## config.mk

```make
export PLATFORM = sky130hd
export DESIGN_NAME = fft_radix2_iter
export DESIGN_NICKNAME = d
export VERILOG_FILES = /design/src/rtl/fft_radix2_iter.sv
export SDC_FILE = /design/constraint.sdc
export NUM_CORES = 2
export LEC_CHECK = 0
export CAP_MARGIN = 20
export CORE_AREA = 3 3 537 539
export CTS_CLUSTER_SIZE = 24
export DETAILED_ROUTE_END_ITERATION = 16
export DIE_AREA = 0 0 540 542
export GPL_ROUTABILITY_DRIVEN = 0
export PLACE_DENSITY = 0.37
export SYNTH_ARGS = -nofsm -noshare
export SYNTH_HDL_FRONTEND = slang
export SYNTH_SLANG_ARGS = --single-unit
```

## constraint.sdc

```tcl
create_clock -name clk -period 32.4 [get_ports clk]
set_clock_uncertainty 0.1 [all_clocks]
set_input_delay 3.24 -clock clk [delete_from_list [all_inputs] [get_ports clk]]
set_output_delay 3.24 -clock clk [all_outputs]
set_load 0.1 [all_outputs]
```

## src/rtl/fft_radix2_iter.sv

```systemverilog
// fft_radix2_iter
//   N-point radix-2 decimation-in-time FFT/IFFT built around one time-shared
//   butterfly and an N-entry register buffer. Samples are loaded in
//   bit-reversed order and transformed in place. Bins then stream out in
//   natural order. Every stage halves its results, so the output is DFT/N.
//
// Ports
//   clk, rst             rising-edge clock, asynchronous active-high reset
//   data_valid/in_ready  input handshake (in_ready high only while loading)
//   data_re, data_im     signed input sample components (DATA_W)
//   inverse              frame direction, sampled with sample 0 (1 = IFFT)
//   fft_valid/fft_ready  output handshake
//   fft_re, fft_im       signed bin components (DATA_W+2)
//   fft_index            bin number, natural order
//   fft_last             marks bin N-1
//   busy                 high while computing or unloading
module fft_radix2_iter #(
    parameter int N      = 8,
    parameter int DATA_W = 16,
    parameter int TW_W   = 16
) (
    input  logic                     clk,
    input  logic                     rst,
    input  logic                     data_valid,
    output logic                     in_ready,
    input  logic signed [DATA_W-1:0] data_re,
    input  logic signed [DATA_W-1:0] data_im,
    input  logic                     inverse,
    output logic                     fft_valid,
    input  logic                     fft_ready,
    output logic signed [DATA_W+1:0] fft_re,
    output logic signed [DATA_W+1:0] fft_im,
    output logic [$clog2(N)-1:0]     fft_index,
    output logic                     fft_last,
    output logic                     busy
);
    localparam int S  = $clog2(N);
    localparam int OW = DATA_W + 2;
    localparam int PW = OW + TW_W + 1;
    localparam real PI = 3.14159265358979323846;
    localparam logic signed [PW-1:0] HALF = PW'(1) <<< (TW_W - 2);

    generate
        if (N != 8 && N != 16 && N != 32) begin : g_bad_n
            $error("fft_radix2_iter: N must be 8, 16 or 32");
        end
    endgenerate

    // Quantise to Q1.(TW_W-1), rounding to nearest; +1.0 saturates.
    function automatic logic signed [TW_W-1:0] to_q(input real v);
        real s;
        int  r;
        int  qmax;
        qmax = (1 << (TW_W - 1)) - 1;
        s = v * (2.0 ** (TW_W - 1));
        if (s >= 0.0) r = $rtoi(s + 0.5);
        else          r = -$rtoi(0.5 - s);
        if (r > qmax) r = qmax;
        return TW_W'(r);
    endfunction

    // Quarter... half-circle table of a 32-point transform; smaller N stride through it.
    function automatic logic [16*TW_W-1:0] build_rom(input bit is_sin);
        logic [16*TW_W-1:0] rom;
        rom = '0;
        for (int k = 0; k < 16; k++) begin
            rom[k*TW_W +: TW_W] = is_sin ? to_q($sin(2.0 * PI * k / 32.0))
                                         : to_q($cos(2.0 * PI * k / 32.0));
        end
        return rom;
    endfunction

    localparam logic [16*TW_W-1:0] COS_ROM = build_rom(1'b0);
    localparam logic [16*TW_W-1:0] SIN_ROM = build_rom(1'b1);

    // Round-to-nearest product of a sample component and a twiddle component.
    function automatic logic signed [PW-1:0] mul_rnd(input logic signed [OW-1:0] d,
                                                     input logic signed [TW_W-1:0] c);
        logic signed [PW-1:0] prod;
        prod = PW'(d) * PW'(c);
        return (prod + HALF) >>> (TW_W - 1);
    endfunction

    // Per-stage scaling by 1/2 (floor); the halved value always fits OW bits.
    function automatic logic signed [OW-1:0] half_floor(input logic signed [PW-1:0] v);
        return OW'(v >>> 1);
    endfunction

    function automatic logic [S-1:0] bitrev(input logic [S-1:0] v);
        logic [S-1:0] r;
        for (int i = 0; i < S; i++) r[i] = v[S-1-i];
        return r;
    endfunction

    typedef enum logic [1:0] {LOAD, COMPUTE, UNLOAD} state_t;

    state_t               state;
    logic [S-1:0]         load_cnt;
    logic [S-2:0]         bfly_cnt;
    logic [2:0]           stage_cnt;
    logic                 inv_q;
    logic signed [OW-1:0] mem_re [N];
    logic signed [OW-1:0] mem_im [N];

    logic [S-1:0]           j_ext, hmask, p_idx, g_idx, a_addr, b_addr, nxt_idx;
    logic [3:0]             rom_idx;
    logic signed [TW_W-1:0] wr, ws, wi;
    logic signed [OW-1:0]   xr, xi, yr, yi, a_re, a_im, b_re, b_im;
    logic signed [PW-1:0]   tr, ti;

    assign in_ready = (state == LOAD);
    assign busy     = (state != LOAD);

    always_comb begin
        j_ext  = {1'b0, bfly_cnt};
        hmask  = S'(1) << stage_cnt;
        p_idx  = j_ext & (hmask - S'(1));
        g_idx  = j_ext >> stage_cnt;
        a_addr = (g_idx << (stage_cnt + 3'd1)) | p_idx;
        b_addr = a_addr | hmask;
        // k*(32/N) with k = p*N/(2h) reduces to p*16/h in the 32-point table.
        rom_idx = 4'(p_idx) << (3'd4 - stage_cnt);
        wr = COS_ROM[int'(rom_idx)*TW_W +: TW_W];
        ws = SIN_ROM[int'(rom_idx)*TW_W +: TW_W];
        wi = inv_q ? ws : -ws;
        xr = mem_re[a_addr];
        xi = mem_im[a_addr];
        yr = mem_re[b_addr];
        yi = mem_im[b_addr];
        if (p_idx == '0) begin
            tr = PW'(yr);
            ti = PW'(yi);
        end else begin
            tr = mul_rnd(yr, wr) - mul_rnd(yi, wi);
            ti = mul_rnd(yr, wi) + mul_rnd(yi, wr);
        end
        a_re = half_floor(PW'(xr) + tr);
        a_im = half_floor(PW'(xi) + ti);
        b_re = half_floor(PW'(xr) - tr);
        b_im = half_floor(PW'(xi) - ti);
        nxt_idx = fft_index + 1'b1;
    end

    always_ff @(posedge clk or posedge rst) begin
        if (rst) begin
            state     <= LOAD;
            load_cnt  <= '0;
            bfly_cnt  <= '0;
            stage_cnt <= '0;
            inv_q     <= 1'b0;
            fft_valid <= 1'b0;
            fft_re    <= '0;
            fft_im    <= '0;
            fft_index <= '0;
            fft_last  <= 1'b0;
            for (int i = 0; i < N; i++) begin
                mem_re[i] <= '0;
                mem_im[i] <= '0;
            end
        end else begin
            case (state)
                LOAD: begin
                    if (data_valid) begin
                        mem_re[bitrev(load_cnt)] <= OW'(data_re);
                        mem_im[bitrev(load_cnt)] <= OW'(data_im);
                        if (load_cnt == '0) inv_q <= inverse;
                        if (load_cnt == S'(N - 1)) begin
                            load_cnt <= '0;
                            state    <= COMPUTE;
                        end else begin
                            load_cnt <= load_cnt + 1'b1;
                        end
                    end
                end
                COMPUTE: begin
                    mem_re[a_addr] <= a_re;
                    mem_im[a_addr] <= a_im;
                    mem_re[b_addr] <= b_re;
                    mem_im[b_addr] <= b_im;
                    if (bfly_cnt == '1) begin
                        bfly_cnt <= '0;
                        if (stage_cnt == 3'(S - 1)) begin
                            stage_cnt <= '0;
                            state     <= UNLOAD;
                            fft_valid <= 1'b1;
                            // The final butterfly writes N/2-1 and N-1, never bin 0,
                            // so the pre-write buffer value is already final.
                            fft_re    <= mem_re[0];
                            fft_im    <= mem_im[0];
                            fft_index <= '0;
                            fft_last  <= 1'b0;
                        end else begin
                            stage_cnt <= stage_cnt + 3'd1;
                        end
                    end else begin
                        bfly_cnt <= bfly_cnt + 1'b1;
                    end
                end
                UNLOAD: begin
                    if (fft_ready) begin
                        if (fft_last) begin
                            state     <= LOAD;
                            fft_valid <= 1'b0;
                            fft_last  <= 1'b0;
                            fft_index <= '0;
                            fft_re    <= '0;
                            fft_im    <= '0;
                        end else begin
                            fft_index <= nxt_idx;
                            fft_re    <= mem_re[nxt_idx];
                            fft_im    <= mem_im[nxt_idx];
                            fft_last  <= (nxt_idx == S'(N - 1));
                        end
                    end
                end
                default: state <= LOAD;
            endcase
        end
    end
endmodule

```

==> impl_metrics.yaml <==
status:
  status: "complete, no violations"
setup_path:
  endpoint_kind: "flop"
  crit_fanout: 23
  critPathKind: "flop to flop"
  slowest_delay_ns: 0.81
  cp_slowest_cell: "dfrtp_1"
  crit_arrival_ns: 18.55
  startpoint_type: "flop"
  crit_top_cell: "ha_1"
  critical_path_required_ns: 32.84
route:
  routed_wl_um: 364600
  wl_met2_um: 162300
  drt-initial-drc-count: 6642
  post_drt_wl_per_cell_um: 29.84
  drtPass1Iterations: 9
  wl_met1_um: 153900
  vias: 65186
  drc: 0
  top_layer: "met5"
  vias_per_cell: 5.335
  postRouteAntennaNets: 0
  route.met3.wl_um: 31420
place:
  dp_hpwl_um: 259700
  port_buffers: 79
clock_network:
  cts_tree: "built"
  cts_buffers: 46
  clk_pin_slew_worst_paths_ns: 0.06
  clock_path_buffers: 3
  clk_latency_ns: 0.63
  clock_sinks: 340
  cts_max_level: 2
  postCtsSetupBuffers: 0
  holdBufCountCts: 0
  post_cts.resized_instances: 0
  clockRootBuffer: "clkbuf_16"
global_route:
  grt_first_pass_wirelength_um: 516200
  overflow: 0
  antenna_found_initial: 27
  grt_pass1_vias: 66256
  grt_max_degree: 142
  grtUsageTotal: 0.2451
final_layout:
  syn_to_final_growth_pct: 11.15
  drive_above_1_share: 0.07587
  ff_latch_area_mm2: 0.008512
  fillers: 30856
  layout.nets: 10072
  multiInputGateArea_mm2: 0.05613
sta:
  worst_pin_slew_ns: 1.397
  max-slew-margin-rel: 0.06892
  hold_violations: 0
  setup_tns_ns: 0
  setup-violations-final: 0
  fin_crit_ns: 18.11
  rsz0062_at_grt: "no"
  finalCritPeriodShare: 0.5590
  maxSlewViolCount: 0
  max_clock_freq_mhz: 55.21
synthesis:
  synthSimpleGateAreaFrac: 0.1648
  async_reset_ff_frac: 1.000
  synth_area_leaders: "fa_1, dfrtp_1, ha_1"
  yosysWarnings: 0
  synth-seq-area-share: 0.1200
  synth_mux_area_frac: 0.03277
  synth_edf_count: 0
  synth_seq_cells: 340
  synth_top_area_frac: 0.3292
  synth_xor_xnor_area_share: 0.02906
  synth_nets: 10213
  ys.flop_type: "dfrtp_1"
  synth_top_family_by_area: "adder cells"
  synth_cell_types: 92
  synth_top_cell_by_area: "fa_1"
  synth_area_mm2: 0.07090
  synth_compound_area_frac: 0.1449
  synth_fa_ha_area_frac: 0.4092
  syn_area_per_cell_um2: 8.286
  synth_cells: 8557
floorplanning:
  core_mm2: 0.2845
  pin_count: 80
  die_h_um: 542
  fp-row-count: 196
  initial_core_util: 0.2492
  dieArea_mm2: 0.2927
  die_w_um: 540
worst_hold_path:
  hp-class: "flop to flop"
job:
  drv_cap: 0
-- registers in the layout, indices dropped and copies added (netlist names) --
register / cells
bfly_cnt: 2
fft_im: 18
fft_index: 3
fft_last: 1
fft_re: 18
fft_valid: 1
inv_q: 1
load_cnt: 3
mem_im: 144
mem_re: 144
stage_cnt: 3
state: 2
-- synthesized netlist by cell type, types with 65 or more instances --
| library cell | count |
|---|---|
| a21o_1 | 76 |
| a21oi_1 | 306 |
| a221oi_1 | 108 |
| a22oi_1 | 138 |
| a31oi_1 | 90 |
| buf_1 | 65 |
| clkbuf_1 | 462 |
| dfrtp_1 | 340 |
| fa_1 | 1166 |
| ha_1 | 453 |
| inv_1 | 1313 |
| mux4_2 | 72 |
| nand2_1 | 1170 |
| nand3_1 | 138 |
| nor2_1 | 1155 |
| nor3_1 | 88 |
| o21ai_0 | 277 |
| o22ai_1 | 206 |
| xnor2_1 | 161 |
-- worst paths after layout --
check | cells after the start | slack, ns | end | from
max in group asynchronous | 4 | 27.12 | fft_index[0]$_DFFE_PP0P_ | rst
worst min-delay path | 1 | 0.40 | fft_valid$_DFFE_PP0P_ | fft_valid$_DFFE_PP0P_
worst min register to register | 1 | 0.40 | fft_valid$_DFFE_PP0P_ | fft_valid$_DFFE_PP0P_
worst max register to register | 59 | 14.29 | mem_im[53]$_DFFE_PP0P_ | stage_cnt[0]$_DFFE_PP0P_
worst max-delay path | 59 | 14.29 | mem_im[53]$_DFFE_PP0P_ | stage_cnt[0]$_DFFE_PP0P_
min in group asynchronous | 2 | 3.01 | mem_re[67]$_DFFE_PP0P_ | rst
-- stage by stage --
step / worst slack (ns) / util / area, µm² / instances / hold WS [ns]
4_1_cts: 14.56 / 0.2769 / 78770 / 12208 / 0.4050
5_1_grt: 13.01 / 0.2770 / 78790 / 12211 / 0.4364
3_3_place_gp: 14.58 / 0.2712 / 77150 / 12118 / 0.3714
6_report: 14.29 / 0.2770 / 78810 / 12218 / 0.3966
3_5_place_dp: 14.62 / 0.2716 / 77270 / 12127 / 0.3923
2_1_floorplan: 17.95 / - / 70900 / 8557 / 0.3710
-- cell usage in the layout, fill, tap and decap left out, types with 42 or more instances in the layout --
cell type,count
a21o_1,75
a21oi_1,298
a221oi_1,108
a22oi_1,136
a31oi_1,81
and2_1,59
and3_1,50
buf_4,266
clkbuf_16,49
clkdlybuf4s50_1,79
dfrtp_1,339
fa_1,1166
ha_1,451
inv_1,1312
mux4_2,72
nand2_1,1167
nand2b_1,42
nand3_1,136
nor2_1,1127
nor3_1,87
o21ai_0,273
o22ai_1,206
xnor2_1,147
xor2_1,49
-- cell type report --
type                    count  area share
inverters                1316     0.06277
clock inverters             7   0.0004445
flip-flops and latches    340      0.1080
clock buffers              74     0.01853
multi-input cells        6355      0.7123
well taps                3762     0.05973
repair buffers            357     0.03804
diodes                      7   0.0002223
-- worst max-delay path, delay by kind of cell, from the launching register on --
kind / cells / cell delay, ns
compound gates: 21 / 6.08
xor+xnor: 2 / 0.68
fa+ha+maj: 13 / 5.04
buf+inv: 9 / 2.25
flops: 1 / 0.81
mux: 1 / 0.13
simple gates: 13 / 2.89
-- cells by family after synthesis --
family          after synthesis
simple gates               2832
buf+inv                    1862
fa+ha+maj                  1619
compound gates             1540
flops                       340
xor+xnor                    227
mux                         137
-- metal layers --
layer | GRT usage | vias up
met3 | 0.05150 | 676
li1 | - | 27419
met5 | 0.002959 | -
met2 | 0.3831 | 3262
met1 | 0.3303 | 33819
met4 | 0.09573 | 10
Power is not shown: default switching activity piles up to over one toggle a cycle in this logic, so the estimate is an artifact.
